$ cat config.mk
export PLATFORM = sky130hd
export DESIGN_NAME = bit_grid_viewer
export DESIGN_NICKNAME = d
export VERILOG_FILES = /design/src/rtl/bit_grid_viewer.sv
export SDC_FILE = /design/constraint.sdc
export NUM_CORES = 1
export LEC_CHECK = 0
export CORE_MARGIN = 5
export CORE_UTILIZATION = 53
export DETAILED_ROUTE_END_ITERATION = 8
export PLACE_DENSITY = 0.85
export SLEW_MARGIN = 20
export SYNTH_ARGS = -nofsm -noshare
export SYNTH_HDL_FRONTEND = slang
export SYNTH_SLANG_ARGS = --single-unit
$ cat constraint.sdc
create_clock -name clk -period 6.3 [get_ports clk]
set_input_delay 0.63 -clock clk [delete_from_list [all_inputs] [get_ports clk]]
set_output_delay 0.63 -clock clk [all_outputs]
set_load 0.05 [all_outputs]
$ cat src/rtl/bit_grid_viewer.sv
// Memory-dump overlay: renders RAM words as coloured bit cells with a row-label column and a
// column-index header row. The colour pipeline depth tracks the external RAM read latency.
module bit_grid_viewer #(
    parameter int         DATA_W  = 8,
    parameter int         COLS    = 16,
    parameter int         ROWS    = 64,
    parameter int         ADDR_W  = 10,
    parameter int         CELL_SH = 3,
    parameter int         RD_LAT  = 1,
    parameter int         CNT_W   = 11,
    parameter logic [2:0] FG      = 3'b110,
    parameter logic [2:0] BG      = 3'b001
) (
    input  logic              clk,
    input  logic              rst_n,
    input  logic [CNT_W-1:0]  counter_x,
    input  logic [CNT_W-1:0]  counter_y,
    input  logic              in_display_area,
    input  logic [ADDR_W-1:0] base_addr,
    input  logic              base_valid,
    output logic              base_ready,
    input  logic              cursor_en,
    input  logic [ADDR_W-1:0] cursor_addr,
    output logic              ram_en,
    output logic [ADDR_W-1:0] ram_addr,
    input  logic [DATA_W-1:0] ram_data,
    output logic              vga_r,
    output logic              vga_g,
    output logic              vga_b
);

    localparam int BIT_W  = $clog2(DATA_W + 1);
    localparam int COL_SH = $clog2(COLS);
    localparam int BY_W   = CNT_W - CELL_SH;

    logic [BIT_W-1:0]           bitCnt_q, bitCnt_d, bitCur;
    logic [CNT_W-1:0]           grpCnt_q, grpCnt_d, grpCur;
    logic [BY_W-1:0]            cellY, rowIdx;
    logic [ADDR_W-1:0]          activeBase_q, pendBase_q, ramAddr_q, wordAddr;
    logic                       pending_q, ramEn_q, frameStart;
    logic                       black, headerRow, labelCol, readCell, cursorHit;
    logic [DATA_W-1:0]          labelVal, labelShift, dataShift;
    logic [2:0]                 colourPre, colourOut, vga_q, vga_d;
    logic [RD_LAT:0]            pRead_q, pHit_q, pDe_q;
    logic [RD_LAT:0][BIT_W-1:0] pBit_q;
    logic [RD_LAT:0][2:0]       pColour_q;

    // Running bit/group counters stand in for bx % (DATA_W+1) and bx / (DATA_W+1).
    always_comb begin
        bitCur   = (counter_x == '0) ? '0 : bitCnt_q;
        grpCur   = (counter_x == '0) ? '0 : grpCnt_q;
        bitCnt_d = bitCur;
        grpCnt_d = grpCur;
        if (&counter_x[CELL_SH-1:0]) begin
            if (bitCur == BIT_W'(DATA_W)) begin
                bitCnt_d = '0;
                grpCnt_d = grpCur + CNT_W'(1);
            end else begin
                bitCnt_d = bitCur + BIT_W'(1);
            end
        end
    end

    always_comb begin
        frameStart = (counter_x == '0) && (counter_y == '0);
        cellY      = counter_y[CNT_W-1:CELL_SH];
        rowIdx     = (cellY >> 1) - BY_W'(1);
        headerRow  = (cellY == '0);
        labelCol   = (grpCur == '0);
        black      = (counter_x[CELL_SH-1:0] == '0) || (counter_y[CELL_SH-1:0] == '0) ||
                     (bitCur == BIT_W'(DATA_W)) || cellY[0] ||
                     (grpCur > CNT_W'(COLS)) || (cellY > BY_W'(2 * ROWS)) ||
                     (headerRow && labelCol);
        readCell   = !black && !headerRow && !labelCol;
        wordAddr   = activeBase_q + (ADDR_W'(rowIdx) << COL_SH) + ADDR_W'(grpCur - CNT_W'(1));
        cursorHit  = readCell && cursor_en && (wordAddr == cursor_addr);
        labelVal   = headerRow ? DATA_W'(grpCur - CNT_W'(1)) : DATA_W'(rowIdx);
        labelShift = labelVal << bitCur;
        colourPre  = black ? 3'b000 : (labelShift[DATA_W-1] ? FG : BG);
    end

    // Final stage: RAM words are resolved here, everything else was coloured at issue time.
    always_comb begin
        dataShift = ram_data << pBit_q[RD_LAT];
        colourOut = pColour_q[RD_LAT];
        if (pRead_q[RD_LAT]) begin
            colourOut = dataShift[DATA_W-1] ? FG : BG;
            if (pHit_q[RD_LAT]) begin
                colourOut = ~colourOut;
            end
        end
        vga_d = colourOut & {3{pDe_q[RD_LAT]}};
    end

    always_ff @(posedge clk) begin
        if (!rst_n) begin
            bitCnt_q     <= '0;
            grpCnt_q     <= '0;
            activeBase_q <= '0;
            pendBase_q   <= '0;
            pending_q    <= 1'b0;
            ramEn_q      <= 1'b0;
            ramAddr_q    <= '0;
            pRead_q      <= '0;
            pHit_q       <= '0;
            pDe_q        <= '0;
            pBit_q       <= '0;
            pColour_q    <= '0;
            vga_q        <= 3'b000;
        end else begin
            bitCnt_q  <= bitCnt_d;
            grpCnt_q  <= grpCnt_d;
            ramEn_q   <= readCell;
            if (readCell) begin
                ramAddr_q <= wordAddr;
            end
            pRead_q   <= {pRead_q[RD_LAT-1:0], readCell};
            pHit_q    <= {pHit_q[RD_LAT-1:0], cursorHit};
            pDe_q     <= {pDe_q[RD_LAT-1:0], in_display_area};
            pBit_q    <= {pBit_q[RD_LAT-1:0], bitCur};
            pColour_q <= {pColour_q[RD_LAT-1:0], colourPre};
            vga_q     <= vga_d;
            // A pending page only lands on a frame start, so the base never moves mid-frame.
            if (pending_q && frameStart) begin
                activeBase_q <= pendBase_q;
                pending_q    <= 1'b0;
            end else if (!pending_q && base_valid) begin
                pendBase_q <= base_addr;
                pending_q  <= 1'b1;
            end
        end
    end

    assign base_ready = !pending_q;
    assign ram_en     = ramEn_q;
    assign ram_addr   = ramAddr_q;
    assign vga_r      = vga_q[2];
    assign vga_g      = vga_q[1];
    assign vga_b      = vga_q[0];

endmodule

==> results of run 1 <==
cells in the mapped netlist (all sizes together) (12+ instances only):
library cell / number
dfxtp: 66
nor2: 59
nand2: 49
inv: 33
a21oi: 26
mux2i: 21
xnor2: 21
clkbuf: 17
ha: 17
nor3: 17
xor2: 14
nand3: 13
and2: 12
logic make-up (layout without fill, tap and decap cells):
family,Yosys count,count (layout)
DFF,66,66
buffers and inverters,58,122
adders and majority gates,23,23
and+or+nand+nor,195,195
muxes,25,25
xor gates and xnor gates,37,37
AOI/OAI and AO/OA,70,70
through the flow:
stage	instance area [um^2]	hold WS [ns]	total power [mW]	instances	worst slack (ns)
2_1_floorplan	4000	0.412	0.530	474	1.15
3_3_place_gp	4720	0.414	0.588	621	0.877
3_5_place_dp	4720	0.419	0.592	621	0.746
4_1_cts	4900	0.426	0.912	637	1.08
5_1_grt	4900	0.447	0.945	637	0.794
6_report	4900	0.428	0.906	637	1.00
critical path: stages:
cell             delay [ns]
clkdlybuf4s50_1        0.39
or4_4                  0.55
or3_1                  0.40
nand2_1                0.13
ha_1                   0.36
inv_1                  0.18
o31a_1                 0.31
a21oi_1                0.22
fa_1                   0.44
inv_1                  0.07
ha_1                   0.32
o21ai_1                0.16
a21oi_1                0.09
o21a_1                 0.22
o41ai_1                0.51
xnor3_1                0.44
nor4_2                 0.13
per-layer routing:
layer | part of all wire [%] | up-vias
met5 | 0 | -
li1 | - | 1743
met1 | 44 | 1633
met4 | 2.3 | 0
met3 | 5.7 | 25
met2 | 48 | 141
worst min path at each step:
stage | endpoint | slack, ns | cells past startpoint
CTS | pBit_q[6] | 0.43 | 1
detailed placement | pBit_q[6] | 0.42 | 1
global route | pColour_q[3] | 0.45 | 1
finish | pBit_q[6] | 0.43 | 1
floorplan | pBit_q[4] | 0.41 | 1
global placement | pColour_q[3] | 0.41 | 1
flip-flops by register name, summed over array words and instances, names as in the netlist:
name,flops
activeBase_q,10
vga_q,2
pBit_q,8
pending_q,1
grpCnt_q,11
pRead_q,2
pDe_q,2
ram_addr,10
bitCnt_q,4
pendBase_q,10
pColour_q,4
pHit_q,2
cells in the final DEF (no fill, tap or decap), types with 3 or more instances in the layout:
cell type | synthesis | final
clkdlybuf4s50_1 | 0 | 69
dfxtp_1 | 66 | 66
nor2_1 | 59 | 59
nand2_1 | 48 | 48
inv_1 | 32 | 32
a21oi_1 | 25 | 25
xnor2_1 | 21 | 21
mux2i_1 | 21 | 21
ha_1 | 17 | 17
xor2_1 | 14 | 14
nor3_1 | 13 | 13
nand3_1 | 13 | 13
and2_1 | 12 | 12
clkbuf_8 | 0 | 10
nand4_1 | 7 | 7
or3_1 | 6 | 6
and3_1 | 6 | 6
o21ai_0 | 6 | 6
fa_1 | 6 | 6
nand2b_1 | 5 | 5
a21o_1 | 4 | 4
a31oi_1 | 4 | 4
buf_4 | 2 | 4
o31ai_1 | 3 | 3
nor3_2 | 3 | 3
o21ai_1 | 3 | 3
a211oi_1 | 3 | 3
clkinvlp_4 | 0 | 3
layout make-up:
class                      instances  area [um^2]
clock buffer                      10          138
clock inverter                     6         41.3
fill                             617         2390
inverter                          33          124
multi-input combinational        350         2430
sequential                        66         1320
tap                               99          124
timing repair buffer              73          721
report_power, final:
group | switching [mW] | internal, mW
Clock | 0.168 | 0.153
Combinational | 0.0783 | 0.0796
Sequential | 0.00400 | 0.423
Total | 0.250 | 0.656
==> flow_summary.toml, run 1 <==
[outcome]
status = "complete, no violations"

[clock_network]
cts_tree = "yes"
cts_made_buffers = 9
cts_resized = 0
holdBufCountCts = 0
path_clk_slew_ns = 0.08
clockBufferDepth = 2
clockRootBuffer = "clkbuf_8"
clock_latency_ns = 0.35
cts_setup_buffers = 0
clock_sinks = 66
htree_levels = 3

[worst_setup_path]
startpoint_type = "input port"
critPathKind = "input port to flop"
rr_endpoint = "pHit_q[0]"
reg2reg_slack_ns = 2.15
crit_end = "pHit_q[0]"
cp.arrival_ns = 5.56
r2r_start = "grpCnt_q[0]"
cp-end-kind = "flop"
rr_worst_depth = 15
cp.required_ns = 6.56
worstPathMaxFanout = 8
critPathLaunch = "counter_x[8]"

[synthesis]
synth_compound_area_share_pct = 11.9
yosys-mux-area-fraction_pct = 6.94
yosys_most_used_dff = "dfxtp_1"
synth-simple-area-share_pct = 24.8
ys_ff_latch = 66
ys_warn_count = 0
synth_cells = 474
yosysTopAreaCell = "dfxtp_1"
yosysTopAreaCellShare_pct = 33.0
syn_avg_cell_area_um2 = 8.44
yosysUniqueCellTypes = 66
async_flop_share_pct = 0
synth_top_family_by_area = "simple AND/OR/NAND/NOR gates"
syn-num-nets = 552
synth_edf_count = 0
syn_area_mm2 = 0.00400
ys_seq_area_share_pct = 33.0
synthAdderAreaFrac_pct = 8.32
synth_xor_xnor_area_share_pct = 8.79
synthTopCellsByArea = "dfxtp_1 (33%), nor2_1 (5.5%), ha_1 (5.3%)"

[global_route]
grt_pass1_vias = 3523
grt_max_degree = 41
grt_overflow = 0
grt_util_all_layers_pct = 21.0
grt_use_met2_pct = 35.7
antenna_found_initial = 0
grt-busiest-layer = "met2"
globalRouteMet3Util_pct = 4.24
grt_pass1_wl_um = 16400
use_met1_pct = 26.1

[timing]
final.setup.tns_ns = 0
fin_crit_ns = 5.30
grt_setup_unrepaired = "no"
fin_worst_skew_ns = 0.0104
worst_pin_slew_ns = 0.682
finalMaxSlewViolations = 0
setup_viol = 0
slew_headroom_pct = 54.1
fin_crit_sh_pct = 84.1
hold_violations = 0
fmax_mhz = 189

[routing]
ant_nets = 0
drc_errors = 0
routedWlPerCell_um = 15.6
vias = 3542
first_iter_violations = 239
drtPass1Iterations = 4
vias_per_cell = 5.56
drt-total-wl_um = 9920

[pwr]
power.density_mw_per_mm2 = 185
p_leak_nw = 1.90
vdd_ir_drop_max_uv = 149

[layout]
layout-drive-gt1-share_pct = 7.25
antenna_cells = 0
fin_nets = 611
utilization_pct = 67.2
syn2layout_area_growth_pct = 22.6

[place]
gp_congestion = 0.952
dp_hpwl_um = 7630
portBuffers = 69

[min_path]
hold_start = "pBit_q[2]"
hold_class = "flop to flop"

[floorplan]
rows = 31
die_y_um = 96.9
fp.dieArea_mm2 = 0.00938
start_util_pct = 54.9
dieWidth_um = 96.9
ios = 70
core_area_mm2 = 0.00729

[job]
drv_cap = 0
Power figures use the tool's default switching activity.
==> run 2: changes to the inputs <==
==> constraint.sdc (replaced) <==
create_clock -name clk -period 5.5 [get_ports clk]
set_input_delay 0.55 -clock clk [delete_from_list [all_inputs] [get_ports clk]]
set_output_delay 0.55 -clock clk [all_outputs]
set_load 0.05 [all_outputs]
==> flow_summary.toml, run 2 (synthesized netlist as in run 1, its figures left out) <==
[outcome]
status = "complete, no violations"

[worst_setup_path]
reg2reg_slack_ns = 1.62
startpoint_type = "input port"
worstPathMaxFanout = 5
rr_endpoint = "pHit_q[0]"
critPathKind = "input port to flop"
cp-end-kind = "flop"
cp.arrival_ns = 5.14
rr_worst_depth = 12
r2r_start = "grpCnt_q[5]"
cp.required_ns = 5.77

[floorplan]
die_y_um = 96.9
fp.dieArea_mm2 = 0.00938
dieWidth_um = 96.9
rows = 31
ios = 70
core_area_mm2 = 0.00729
start_util_pct = 54.9

[layout]
antenna_cells = 0
final_cell_mix = "clkdlybuf4s50_1 (69), dfxtp_1 (66), nor2_1 (59)"
syn2layout_area_growth_pct = 24.1
top_register = "grpCnt_q"
final_common_cell = "clkdlybuf4s50_1"
fill_cells = 609
seq_area_mm2 = 0.00132
multi_input_area_mm2 = 0.00243
layout-drive-gt1-share_pct = 7.59
largest_reg_flops = 11
fin_nets = 613

[min_path]
whs_path_depth = 1
hold_class = "flop to flop"
hold_end = "pBit_q[7]"
hold_start = "pBit_q[3]"

[routing]
ant_nets = 0
drtPass1Iterations = 5
vias = 3518
routedWlPerCell_um = 15.1
drc_errors = 0
drt-total-wl_um = 9680
vias_per_cell = 5.51
first_iter_violations = 177

[timing]
final.setup.tns_ns = 0
fin_crit_ns = 4.88
grt_setup_unrepaired = "no"
worst_pin_slew_ns = 0.657
whs_ns = 0.434
setup_viol = 0
fin_worst_skew_ns = 0.0117
slew_headroom_pct = 56.1
finalMaxSlewViolations = 0
fin_crit_sh_pct = 88.7
fmax_mhz = 205
hold_violations = 0

[place]
gp_congestion = 0.935
dp_hpwl_um = 7420
portBuffers = 69

[clock_network]
clockBufferDepth = 2
cts_made_buffers = 9
clock_sinks = 66
holdBufCountCts = 0
cts_setup_buffers = 0
path_clk_slew_ns = 0.08
cts_resized = 0
clockRootBuffer = "clkbuf_8"
cts_tree = "yes"
htree_levels = 3
clock_latency_ns = 0.35

[global_route]
grt_overflow = 0
grt_util_all_layers_pct = 21.0
antenna_found_initial = 0
grt_pass1_vias = 3500
grt_max_degree = 41
grt_pass1_wl_um = 16400

[pwr]
vdd_ir_drop_max_uv = 143
finalPower_mw = 1.13
p_leak_nw = 1.94
power.density_mw_per_mm2 = 228

[job]
drv_cap = 0
==> run 2: changes by cell type in the layout (fill, tap and decap cells not counted), sizes merged <==
cell      before  now
buf            4    6
bufinv         0    2
clkinvlp       3    1
clkinv         2    3
inv           34   33
==> run 2: area by class of cell <==
type                            count  area share (%)
Clock buffer                       10            2.77
Clock inverter                      6            1.81
Inverter                           33            2.49
Multi-Input combinational cell    350            49.0
Sequential cell                    66            26.6
Tap cell                           99            2.49
Timing Repair Buffer               75            14.8
==> run 2: report_power, final <==
group | switching (mW) | total, mW | internal [mW]
Sequential | 0.00424 | 0.489 | 0.484
Combinational | 0.0869 | 0.178 | 0.0913
Clock | 0.195 | 0.463 | 0.268
==> run 2: layer usage <==
metal / up-vias / routed length (um) / share of wire [%] / track usage [%]
met5: - / 0 / 0 / 0
met4: 0 / 172 / 1.8 / 6.48
met3: 17 / 553 / 5.7 / 4.89
met2: 140 / 4620 / 48 / 34.8
met1: 1608 / 4330 / 45 / 27.2
li1: 1753 / - / - / -
==> run 2: worst max path at each step <==
stage	start	endpoint	slack [ns]	cells past startpoint
floorplan	counter_x[8]	pHit_q[0]	0.43	20
global placement	counter_x[8]	pHit_q[0]	0.41	17
detailed placement	counter_x[8]	pHit_q[0]	0.30	17
CTS	counter_x[8]	pHit_q[0]	0.64	17
global route	counter_x[8]	pHit_q[0]	0.31	17
finish	counter_x[8]	pHit_q[0]	0.62	17
==> run 2: worst max-delay path, cell delays in order <==
cell and delay (ns):
clkdlybuf4s50_1 0.40, or4_4 0.55, or3_1 0.40, nand2_1 0.12, ha_1 0.18, inv_1 0.11
o31a_1 0.30, a21oi_1 0.24, fa_1 0.45, inv_1 0.07, ha_1 0.24, o21ai_1 0.13
a21oi_1 0.09, o21a_1 0.21, o41ai_1 0.53, xnor3_1 0.44, nor4_2 0.13
==> run 2: metrics by stage <==
step	utilization, %	setup slack [ns]	cells	area, um^2
final	68.1	0.624	639	4970
after global routing	68.1	0.310	639	4970
after CTS	68.1	0.640	639	4970
after global placement	65.0	0.409	623	4740
after floorplan	-	0.426	474	4000
after detailed placement	65.0	0.296	623	4740
